`src/rtl/spi_dac_pkg.sv`:
```
// Shared types and defaults for the streaming SPI DAC master.
// Holds the FSM state enum, default parameters and frame-size helper.
package spi_dac_pkg;

    typedef enum logic [2:0] {
        ST_IDLE,
        ST_CFG,
        ST_ADDR,
        ST_DATA,
        ST_GAP
    } state_t;

    localparam int DEF_CLK_DIV = 6;
    localparam int DEF_NUM_CH  = 8;
    localparam int DEF_DATA_W  = 16;
    localparam int DEF_ADDR_W  = 8;
    localparam int DEF_CFG_W   = 24;
    localparam int DEF_CS_GAP  = 2;

    // Bits in one burst frame: address phase plus all samples.
    function automatic int bits_per_frame(
        input int addr_w,
        input int num_ch,
        input int data_w
    );
        return addr_w + num_ch * data_w;
    endfunction

endpackage

```
`src/rtl/spi_dac_bit_timer.sv`:
```
// SCLK divider and bit counter for the SPI DAC master.
// Ports: clk, rst, en, nbits (bits in current phase) -> bit_start,
// bit_end, bit_last (end of phase), sclk_rise, sclk (raw level).
module spi_dac_bit_timer
    import spi_dac_pkg::*;
#(
    parameter int CLK_DIV = DEF_CLK_DIV,
    parameter int BW      = 8
) (
    input  logic          clk,
    input  logic          rst,
    input  logic          en,
    input  logic [BW-1:0] nbits,
    output logic          bit_start,
    output logic          bit_end,
    output logic          bit_last,
    output logic          sclk_rise,
    output logic          sclk
);

    localparam int DW = $clog2(CLK_DIV);
    localparam logic [DW-1:0] DIV_LAST = DW'(CLK_DIV - 1);
    localparam logic [DW-1:0] DIV_HALF = DW'(CLK_DIV / 2);

    logic [DW-1:0] div_cnt;
    logic [BW-1:0] bit_cnt;

    assign bit_start = en && (div_cnt == '0);
    assign bit_end   = en && (div_cnt == DIV_LAST);
    assign bit_last  = bit_end && (bit_cnt == nbits - BW'(1));
    // sclk goes high on the edge that ends this cycle
    assign sclk_rise = en && (div_cnt == DIV_HALF - DW'(1));
    assign sclk      = en && (div_cnt >= DIV_HALF);

    // Counters restart at every phase boundary so each phase
    // begins on a fresh bit with sclk low.
    always_ff @(posedge clk or posedge rst) begin
        if (rst) begin
            div_cnt <= '0;
            bit_cnt <= '0;
        end else if (!en || bit_last) begin
            div_cnt <= '0;
            bit_cnt <= '0;
        end else if (bit_end) begin
            div_cnt <= '0;
            bit_cnt <= bit_cnt + BW'(1);
        end else begin
            div_cnt <= div_cnt + DW'(1);
        end
    end

endmodule

```
`src/rtl/spi_dac_stream.sv`:
```
// SPI master for a multi-channel DAC: config frame, then address+sample bursts.
// Ports: sample bus (s_valid/s_ready/s_data/start_addr), cfg_word/cfg_req,
// status pulses, SPI pins; readback of sdo during CFG under SPI_DAC_READBACK_EN.
module spi_dac_stream
    import spi_dac_pkg::*;
#(
    parameter int CLK_DIV = DEF_CLK_DIV,
    parameter int NUM_CH  = DEF_NUM_CH,
    parameter int DATA_W  = DEF_DATA_W,
    parameter int ADDR_W  = DEF_ADDR_W,
    parameter int CFG_W   = DEF_CFG_W,
    parameter int CS_GAP  = DEF_CS_GAP
) (
    input  logic                     clk,
    input  logic                     rst,
    input  logic [CFG_W-1:0]         cfg_word,
    input  logic                     cfg_req,
    input  logic [ADDR_W-1:0]        start_addr,
    input  logic                     s_valid,
    output logic                     s_ready,
    input  logic [NUM_CH*DATA_W-1:0] s_data,
    output logic                     busy,
    output logic                     cfg_done,
    output logic                     frame_done,
    output logic                     cs_n,
    output logic                     sclk,
    output logic                     sdi,
    input  logic                     sdo,
    output logic [CFG_W-1:0]         rdbk_data,
    output logic                     rdbk_vld
);

    localparam int FRM_W = bits_per_frame(ADDR_W, NUM_CH, DATA_W);
    localparam int SH_W  = (FRM_W > CFG_W) ? FRM_W : CFG_W;
    localparam int MAX_B = (SH_W > CS_GAP) ? SH_W : CS_GAP;
    localparam int BW    = $clog2(MAX_B + 1);

    state_t          state;
    state_t          state_nxt;
    logic            cfg_pend;
    logic [SH_W-1:0] shreg;
    logic [SH_W-1:0] data_load;
    logic [SH_W-1:0] cfg_load;
    logic [BW-1:0]   nbits;
    logic            shifting;
    logic            tmr_start;
    logic            tmr_end;
    logic            tmr_last;
    logic            tmr_rise;
    logic            tmr_sclk;

    spi_dac_bit_timer #(
        .CLK_DIV (CLK_DIV),
        .BW      (BW)
    ) u_timer (
        .clk       (clk),
        .rst       (rst),
        .en        (busy),
        .nbits     (nbits),
        .bit_start (tmr_start),
        .bit_end   (tmr_end),
        .bit_last  (tmr_last),
        .sclk_rise (tmr_rise),
        .sclk      (tmr_sclk)
    );

    always_ff @(posedge clk or posedge rst) begin
        if (rst) state <= ST_IDLE;
        else     state <= state_nxt;
    end

    always_comb begin
        state_nxt  = state;
        busy       = 1'b1;
        s_ready    = 1'b0;
        cfg_done   = 1'b0;
        frame_done = 1'b0;
        shifting   = 1'b0;
        nbits      = BW'(CS_GAP);
        unique case (state)
            ST_IDLE: begin
                busy    = 1'b0;
                s_ready = !cfg_pend;
                if (cfg_pend)
                    state_nxt = ST_CFG;
                else if (s_valid)
                    state_nxt = ST_ADDR;
            end
            ST_CFG: begin
                shifting = 1'b1;
                nbits    = BW'(CFG_W);
                if (tmr_last) begin
                    state_nxt = ST_GAP;
                    cfg_done  = 1'b1;
                end
            end
            ST_ADDR: begin
                shifting = 1'b1;
                nbits    = BW'(ADDR_W);
                if (tmr_last) state_nxt = ST_DATA;
            end
            ST_DATA: begin
                shifting = 1'b1;
                nbits    = BW'(NUM_CH * DATA_W);
                if (tmr_last) begin
                    state_nxt  = ST_GAP;
                    frame_done = 1'b1;
                end
            end
            ST_GAP: begin
                if (tmr_last) state_nxt = ST_IDLE;
            end
            default: begin
                state_nxt = ST_IDLE;
            end
        endcase
    end

    // Left-align both frame kinds so sdi is always the MSB;
    // channel 0 lands right below the address.
    always_comb begin
        data_load = '0;
        data_load[SH_W-1 -: ADDR_W] = start_addr;
        for (int i = 0; i < NUM_CH; i++)
            data_load[SH_W-1-ADDR_W-i*DATA_W -: DATA_W] =
                s_data[i*DATA_W +: DATA_W];
        cfg_load = '0;
        cfg_load[SH_W-1 -: CFG_W] = cfg_word;
    end

    // A new request wins over the clear so a cfg_req arriving on
    // the CFG entry cycle still schedules another frame.
    always_ff @(posedge clk or posedge rst) begin
        if (rst)
            cfg_pend <= 1'b1;
        else if (cfg_req)
            cfg_pend <= 1'b1;
        else if (state == ST_IDLE)
            cfg_pend <= 1'b0;
    end

    always_ff @(posedge clk or posedge rst) begin
        if (rst) begin
            shreg <= '0;
        end else if (state == ST_IDLE) begin
            if (cfg_pend)
                shreg <= cfg_load;
            else if (s_valid && s_ready)
                shreg <= data_load;
        end else if (shifting && tmr_end) begin
            shreg <= {shreg[SH_W-2:0], 1'b0};
        end
    end

    assign cs_n = !shifting;
    assign sclk = shifting && tmr_sclk;
    assign sdi  = shifting && shreg[SH_W-1];

    logic unused_start;
    assign unused_start = tmr_start;

`ifdef SPI_DAC_READBACK_EN
    always_ff @(posedge clk or posedge rst) begin
        if (rst)
            rdbk_data <= '0;
        else if (state == ST_CFG && tmr_rise)
            rdbk_data <= {rdbk_data[CFG_W-2:0], sdo};
    end

    assign rdbk_vld = cfg_done;
`else
    assign rdbk_data = '0;
    assign rdbk_vld  = 1'b0;

    logic unused_rb;
    assign unused_rb = sdo ^ tmr_rise;
`endif

endmodule

```
`config.mk`:
```
export PLATFORM = sky130hd
export DESIGN_NAME = spi_dac_stream
export DESIGN_NICKNAME = d
export VERILOG_FILES = /design/src/rtl/spi_dac_pkg.sv /design/src/rtl/spi_dac_bit_timer.sv /design/src/rtl/spi_dac_stream.sv
export SDC_FILE = /design/constraint.sdc
export NUM_CORES = 1
export LEC_CHECK = 0
export BUFFER_PORTS_ARGS = -buffer_cell sky130_fd_sc_hd__buf_2
export CAP_MARGIN = 5
export CELL_PAD_IN_SITES_DETAIL_PLACEMENT = 2
export CELL_PAD_IN_SITES_GLOBAL_PLACEMENT = 2
export CORE_MARGIN = 2
export CORE_UTILIZATION = 36
export CTS_CLUSTER_SIZE = 8
export DETAILED_ROUTE_END_ITERATION = 10
export PLACE_DENSITY_LB_ADDON = 0.3
export SYNTH_ARGS = -nofsm -noshare
export SYNTH_HDL_FRONTEND = slang
export SYNTH_HIERARCHICAL = 1
export SYNTH_SLANG_ARGS = --single-unit
```
`constraint.sdc`:
```
create_clock -name clk -period 6.05 [get_ports clk]
set_clock_uncertainty 0.05 [all_clocks]
set_input_delay 0.605 -clock clk [delete_from_list [all_inputs] [get_ports clk]]
set_output_delay 0.605 -clock clk [all_outputs]
set_load 0.05 [all_outputs]
```
== Word-level counts from Yosys, hierarchy flattened ==
Cells that the tools add are included.

* Flip-flop bits (word level): 151
* Latch bits: 0
* RAM bits: 0
* ROM bits: 0
* Input bits: 165
* Output and inout port bits: 32
* Word-level logic and storage cells: 61
* Memories: 0

* Add/subtract/negate cells: 3
* $mul: 0
* Div/mod/pow operators: 0
* Magnitude comparators: 1
* Equality and inequality tests: 11
* Shifts and indexed selects: 0
* Multiplexer cells: 23
* Bitwise gates (word level): 0
* Reduce and logical (&&, ||, !) cells: 18

{| class="wikitable"
|+ Operators with widths
! kind !! number
|-
| 2-to-1 mux 136 bit || 4
|-
| case mux 8 bit (3 select lines) || 1
|-
| 2-to-1 mux 3 bit || 7
|-
| 2-to-1 mux 8 bit || 2
|-
| case mux 3 bit (4 select lines) || 1
|-
| adder 8 x 1 -> 8 bit (second input constant) || 1
|-
| equality test 8 bit || 1
|-
| 2-to-1 mux 1 bit || 8
|-
| subtractor 8 x 1 -> 8 bit (second input constant) || 1
|-
| logical AND 1 bit || 7
|-
| equality test 3 x 2 -> 1 bit (second input constant) || 2
|-
| equality test 3 bit (second input constant) || 2
|-
| != test 2 x 1 -> 1 bit (second input constant) || 3
|-
| nonzero test 2 bit || 3
|-
| AND reduction 4 bit || 1
|-
| adder 3 x 1 -> 3 bit (second input constant) || 1
|-
| equality test 3 x 1 -> 1 bit (second input constant) || 1
|-
| greater-or-equal comparator 3 x 2 -> 1 bit (second input constant) || 1
|-
| logical NOT 3 bit || 1
|-
| != test 3 x 2 -> 1 bit (second input constant) || 1
|-
| != test 3 bit (second input constant) || 1
|-
| OR reduction 3 bit || 1
|-
| logical NOT 1 bit || 2
|-
| AND reduction 2 bit || 1
|-
| other kinds (2) || 2
|}

== Logic depth before layout (Yosys ltp) ==
Gate-level depths: netlist of the first run.

* Word-level depth: 7
* Gate-level depth with buffers: 13
* Gate-level depth less buffers: 10

== By module ==
Netlist of the first run, hierarchy kept.

{| class="wikitable"
|+ Modules (own cells, without submodules)
! module !! instances !! cells an instance !! area an instance (µm²) !! seq. area each (µm²)
|-
| spi_dac_stream || 1 || 720 || 8250.4 || 3504.6
|-
| spi_dac_bit_timer || 1 || 94 || 857.1 || 275.3
|}

== Least setup slack after synthesis of the first run ==
No wires, ideal clock.

* Kind: register to output
* From: register state[1]
* To: output cfg_done
* Data arrival time: 3.415 ns
* Data required time: 5.395 ns
* Slack: 1.980 ns
* Cell stages (with the launch flop): 10
* Path buffers: 1
* Cells stage by stage: dfrtp_1 -> buf_2 -> nor2_1 -> or2_2 -> or4_4 -> or2_0 -> or4_4 -> a221oi_4 -> nand2_1 -> nor2_1

* Word-level cells in the longest chain between the ends: 7
* Elaborated cells between the ends (all ways): 12
* Classes of those cells: add/sub: 1; eq/ne: 4; mux: 4; reduce/logical: 3

{| class="wikitable"
|+ Ends and longest elaborated chain
! item !! RTL line !! source
|-
| from (decl) || spi_dac_stream.sv:38 || <nowiki>state_t state;</nowiki>
|-
| from (signal assigned) || spi_dac_stream.sv:69 || <nowiki>else state <= state_nxt;</nowiki>
|-
| equality test 3 x 2 -> 1 bit / equality test 3 x 1 -> 1 bit (equally long branches) || spi_dac_stream.sv:80 || <nowiki>unique case (state)</nowiki>
|-
| case mux 8 bit (3 select lines) (*) || spi_dac_stream.sv:80 ||
|-
| via nbits[1] || spi_dac_stream.sv:44 || <nowiki>logic [BW-1:0] nbits;</nowiki>
|-
| subtractor 8 x 1 -> 8 bit (*) || spi_dac_bit_timer.sv:30 || <nowiki>assign bit_last = bit_end && (bit_cnt == nbits - BW'(1));</nowiki>
|-
| equality test 8 bit (*) || spi_dac_bit_timer.sv:30 ||
|-
| logical AND 1 bit (*) || spi_dac_bit_timer.sv:30 ||
|-
| via tmr_last || spi_dac_stream.sv:48 || <nowiki>logic tmr_last;</nowiki>
|-
| 2-to-1 mux 1 bit (*) || spi_dac_stream.sv:92 || <nowiki>if (tmr_last) begin</nowiki>
|-
| 2-to-1 mux 1 bit (*) || spi_dac_stream.sv:80 ||
|-
| to (decl) || spi_dac_stream.sv:23 || <nowiki>output logic cfg_done,</nowiki>
|}

Mark *: on every way through the listed nets, which the timed path passes. The rest lies on a longest branch.

== Final worst setup path of the first run ==
Same ends and word-level chain as after synthesis.

==> run metrics, run 1 <==
DP HPWL around 14000 um; slew margin rel. 18.42%; cts hold-fix bufs 0; worst path cell trace nor2_1 -> or2_2 -> or4_4 -> or2_0 -> or4_4 -> a221oi_4 -> nand2_1 -> nor2_1 -> buf_2; placed cell area ~10000 um2; root buffer cell clkbuf_16; Starting Density a little over a third; Ports 197; first-pass GRT wire length about 35000 um; WS Path Type flop to output port; hold_ws roughly 0.17 ns; I/O Buffers 170; kind of cell adding the most delay to the critical path simple AND/OR/NAND/NOR gates; Achievable Freq ~0.21 GHz; Die Span X 162.8 um; setup total negative slack 0 ns; Die ar. 26520 um2; CP peak stage delay 0.63 ns; Post-CTS Setup Repair Bufs 0; routability cong. roughly 0.7; non-filler cells, final approximately 1300; initial antenna violation count 8; gr busiest metal met2; share of layout cells above drive strength 1 30.28%; Crit Path Max Fanout 14; worst endpoint required time between 5 and 6 ns; met1 Usage GRT between 20% and 30%; final hold vios 0; largest net degree at the start of global routing 137; CTS tree yes; DRT iter0 DRCs between 150 and 200; Final Instance Area 10610 um2; drt total wl ~21000 um; Clock Sink Count ~150; Post-Synthesis Mean Instance Area around 11 um2; Peak VDD IR between 300 and 400 uV; Pwr Total 0.004975 W; Syn-to-layout area delta 16.77%; CP Capture Type output port; CTS buffer count 17; final critical-path share of the clock period roughly 77%; CORE AREA 24960 um2; all-layer global routing usage 16.48%; Max-cap violations 0; leak pwr about 4.6 nW; synthesized area just over 9000 um2; CP bufs+invs 1; Max Slew Vio Count 0; post-route ant nets 0; crit path DAT about 4 ns; power per cell area about 470 nW/um2; FILL cells around 2700; met3 GRT Util under 10%; gr ovfl total 0; setup violators final 0; RSZ-0062 raised after global routing no; H-tree depth 4; die height about 160 um; GRT met2 Usage 28.49%; Rows 58; vias in the first global route 6865; WL per Instance about 16 um; drt pass-1 iters 4; crit path launch type flop; Post-CTS Resized 0; drt via density around 4.7; Vias approximately 6200; status finished clean; clk_lat worst skew around 0.42 ns; worst hold path type primary input to async pin; Syn. warnings 6; Post-Syn Instances just over 800; CP max stage cell a221oi_4; final net count between 1000 and 1500; Clock transition at path regs around 0.070 ns; placed insts around 1300; Slew @ Worst Pin approximately 1.2 ns; clk buf depth 2; drc violations 0; crit path time final between 4 and 5 ns
## cell type report
type                            instances  area, um2  share of cell area [%]
Inverter                               77      294.0                   2.773
Clock buffer                           20      446.7                   4.212
Multi-Input combinational cell        547       4627                   43.63
Sequential cell                       151       3784                   35.68
Antenna cell                            7      17.52                  0.1652
Timing Repair Buffer                  174      905.9                   8.542
Clock inverter                         12      117.6                   1.109
Tap cell                              330      412.9                   3.893
## layout by cell type (no fill, tap or decap), types with 2 or more instances in the layout
cell          n
and3_1        2
buf_12        2
buf_2       170
buf_4         2
clkbuf_1      2
clkbuf_16    17
clkinv_2      2
clkinv_4      2
clkinvlp_4    3
conb_1       41
dfrtp_1     150
diode_2       7
ha_1          6
inv_1        75
inv_6         4
mux2_2       82
mux2i_1     213
nand2_1      12
nand2b_1     56
nand3_1       3
nand3b_1      2
nand4_1       3
nor2_1       17
nor2b_1      64
nor3_1        3
nor3_4        2
nor3b_1       4
or2_2         2
or4_4         2
xnor2_1      10
xor2_1        5
## sequential cells by signal, indices dropped and copies added (netlist names)
signal	count
u_timer/div_cnt	3
u_timer/bit_cnt	8
shreg	136
cfg_pend	1
state	3
## metal layers
layer / vias to the layer above / wire length, um
li1: 2958 / -
met2: 130 / 10440
met3: 13 / 1030
met5: - / 27
met4: 4 / 144
met1: 3049 / 9408
## metrics by stage
stage          utilization, %  setup WS, ns
2_1_floorplan               -         1.644
3_3_place_gp            40.15         1.864
3_5_place_dp            40.15         1.796
4_1_cts                 42.41         1.327
5_1_grt                 42.42         1.135
6_report                42.48         1.390
## worst paths after layout
path / start / endpoint / slack, ns / depth (start not counted)
hold / removal: rst / u_timer/div_cnt[1] / 0.17 / 2
hold reg to reg: shreg[1] / shreg[1] / 0.45 / 1
setup / recovery: state[1] / cfg_done / 1.39 / 9
setup reg to reg: state[1] / state[0] / 2.57 / 8
min in group clk: cfg_req / cfg_pend / 0.32 / 2
max in group asynchronous: rst / shreg[125] / 4.32 / 3
## where the power goes
part	internal, W	switching, W
sequential	0.00153	0.000274
combinational	0.00107	0.00106
clock	0.000584	0.000452
total	0.00319	0.00178
## worst reg2reg max path, stage by stage (launching register included)
cell,delay [ns]
dfrtp_1,0.61
nor2_1,0.15
or2_2,0.33
or4_4,0.55
or2_0,0.24
or4_4,0.52
a221oi_4,0.63
nand3b_1,0.16
a31oi_1,0.18
Power figures use the tool's default switching activity.
==> run 2, diff against run 1 <==
--- a/config.mk
+++ b/config.mk
@@ -5,12 +5,13 @@
 export SDC_FILE = /design/constraint.sdc
 export NUM_CORES = 1
 export LEC_CHECK = 0
+export ABC_AREA = 1
 export BUFFER_PORTS_ARGS = -buffer_cell sky130_fd_sc_hd__buf_2
 export CAP_MARGIN = 5
 export CELL_PAD_IN_SITES_DETAIL_PLACEMENT = 2
 export CELL_PAD_IN_SITES_GLOBAL_PLACEMENT = 2
 export CORE_MARGIN = 2
-export CORE_UTILIZATION = 36
+export CORE_UTILIZATION = 29
 export CTS_CLUSTER_SIZE = 8
 export DETAILED_ROUTE_END_ITERATION = 10
 export PLACE_DENSITY_LB_ADDON = 0.3
==> constraint.sdc (replaced) <==
create_clock -name clk -period 4.5 [get_ports clk]
set_clock_uncertainty 0.05 [all_clocks]
set_input_delay 0.45 -clock clk [delete_from_list [all_inputs] [get_ports clk]]
set_output_delay 0.45 -clock clk [all_outputs]
set_load 0.05 [all_outputs]
==> run 2 against run 1 <==
Synthesized cell count up 62%. Sequential cell count unchanged. Routed wire length increased by 32%. Utilization down 7.7 points. Critical endpoint is now frame_done. Synthesized area decreased by 4.6%. Largest cell class unchanged. Die area increased by 18%. Combinational power shrank 91%. Non-clock buffer count increased by 7. Clock power is 35% higher. Register-to-register slack worse by 1.0 ns.
==> run metrics, run 2 <==
status finished clean; vias in the first global route 9352 (+36%); max FFs per register 136 (unchanged); WS Path Type flop to output port; crit path DAT 3.33 ns (-0.68 ns); Pwr Total 0.002962 W (-40%); CP peak stage delay 0.49 ns (-0.14 ns); Achievable Freq ~0.26 GHz; Starting Density 29.31% (-7.1 points); Crit Path Max Fanout 5 (-9); FILL cells 3701 (+36%); share of layout cells above drive strength 1 15.75% (-15 points); DP HPWL 17960 um (+29%); crit path launch type flop; root buffer cell clkbuf_16; largest registers shreg x136, u_timer/bit_cnt x8; cts hold-fix bufs 0 (unchanged); gr ovfl total 0 (unchanged); worst path cell trace inv_1 -> nor3_1 -> inv_1 -> nand2_1 -> inv_1 -> nand3_1 -> nand2_1 -> nand3_1 -> nand2_1 -> nor2_2 -> nand3_2 -> inv_1 -> inv_1 -> nor4_1 -> buf_2; Syn. warnings 6 (unchanged); Slew @ Worst Pin 0.9667 ns (-0.2571 ns); initial antenna violation count 6 (-2); most frequent cells in the layout nand2_1, buf_2, dfrtp_1; leak pwr 6.087 nW (+33%); Vias 8578 (+39%); CORE AREA 29560 um2 (+18%); I/O Buffers 170 (unchanged); RSZ-0062 raised after global routing no; Syn-to-layout area delta 18.63%; Die Span X 176.8 um (+8.6%); worst hold path type primary input to async pin; CP bufs+invs 6 (+5); WL per Instance 14.94 um (-6.5%); kind of cell adding the most delay to the critical path simple AND/OR/NAND/NOR gates; Max-cap violations 0 (unchanged); drt pass-1 iters 4 (unchanged); crit-path most repeated cell inv_1; Biggest register shreg; slew margin rel. 35.55% (+17 points); H-tree depth 4 (unchanged); setup total negative slack 0 ns (unchanged); CTS tree yes; final critical-path share of the clock period a little under nine tenths; die height 176.8 um (+8.6%); Clock transition at path regs 0.07 ns (about the same); first-pass GRT wire length 46570 um (+34%); Peak VDD IR 243.2 uV (-34%); all-layer global routing usage 18.43% (+1.9 points); CP max stage cell dfrtp_1; CTS buffer count 17 (unchanged); worst endpoint required time 4.00 ns (-1.39 ns); largest net degree at the start of global routing 96 (-30%); Post-Syn Instances 1312 (+62%); Clock Sink Count 151 (unchanged); most frequent standard cell in the layout excluding fill and tap cells nand2_1; synthesized area 8663 um2 (-4.6%); drt total wl 27720 um (+32%); Post-CTS Setup Repair Bufs 0 (unchanged); final hold vios 0 (unchanged); Post-CTS Resized 0 (unchanged); routability cong. 0.7348 (+6.6%); crit path time final about 3.8 ns; drt via density 4.624 (-0.96%); Die ar. 31270 um2 (+18%); clk_lat worst skew 0.43 ns (about the same); clk buf depth 2 (unchanged); Ports 197 (unchanged); Rows 63 (+8.6%); final net count 1618 (+42%); power per cell area 288.2 nW/um2 (-39%); DRT iter0 DRCs 302 (+58%); Post-Synthesis Mean Instance Area 6.603 um2 (-41%); post-route ant nets 0 (unchanged); drc violations 0 (unchanged); setup violators final 0 (unchanged); Max Slew Vio Count 0 (unchanged); CP Capture Type output port
==> run 2: changes by cell type in the layout (fill, tap and decap cells not counted), sizes merged, moves of 7 or more <==
| cell | previous run | this run |
|---|---|---|
| nand2 | 12 | 827 |
| nor2b | 64 | 0 |
| mux2 | 83 | 0 |
| inv | 81 | 45 |
| buf | 174 | 181 |
| mux2i | 213 | 0 |
| xnor2 | 10 | 2 |
| nor2 | 17 | 41 |
| nand3 | 3 | 127 |
| nand2b | 56 | 0 |
==> run 2: per-stage QoR <==
step	instance area [um2]	util, %	cells	hold WS, ns	setup slack (ns)
final	10280	34.77	1855	0.02792	0.6704
after global routing	10270	34.73	1851	0.05604	0.3312
after CTS	10260	34.73	1850	0.02971	0.6314
after detailed placement	9703	32.83	1818	0.4159	1.177
after global placement	9703	32.83	1818	0.4110	1.188
after floorplan	8795	-	1347	0.2524	0.2488
==> run 2: final cells by class <==
| cell class | instances | area [um2] | area share (%) |
|---|---|---|---|
| repair buffers | 181 | 958.4 | 9.326 |
| clock buffers | 18 | 429.2 | 4.176 |
| multi-input cells | 1059 | 4333 | 42.16 |
| flip-flops and latches | 151 | 3780 | 36.78 |
| diodes | 5 | 12.51 | 0.1217 |
| well taps | 390 | 488.0 | 4.748 |
| inverters | 37 | 143.9 | 1.400 |
| clock inverters | 14 | 132.6 | 1.290 |
==> run 2: report_power, final <==
part	leakage, nW	internal (W)	switching [W]
Clock	0.275	0.000734	0.000671
Sequential	2.06	0.00136	0.00000408
Combinational	3.75	0.0000658	0.000124
==> run 2: worst paths after layout <==
check                                start            endpoint  slack (ns)  depth (start not counted)
min in group clk                   cfg_req            cfg_pend        0.19                          2
max in group asynchronous              rst            cfg_pend        3.29                          3
worst max register to register    state[2]  u_timer/bit_cnt[1]        1.54                          6
worst min-delay path                   rst  u_timer/bit_cnt[5]        0.03                          2
worst min register to register  shreg[134]          shreg[134]        0.43                          2
worst max-delay path              state[0]          frame_done        0.67                         15
==> run 2: routing by layer <==
layer	up-vias	part of all wire (%)	track usage (%)
li1	4218	-	-
met1	4236	45	23.17
met2	104	51	32.98
met3	18	3.2	3.308
met4	2	0.79	3.788
met5	-	0.047	0
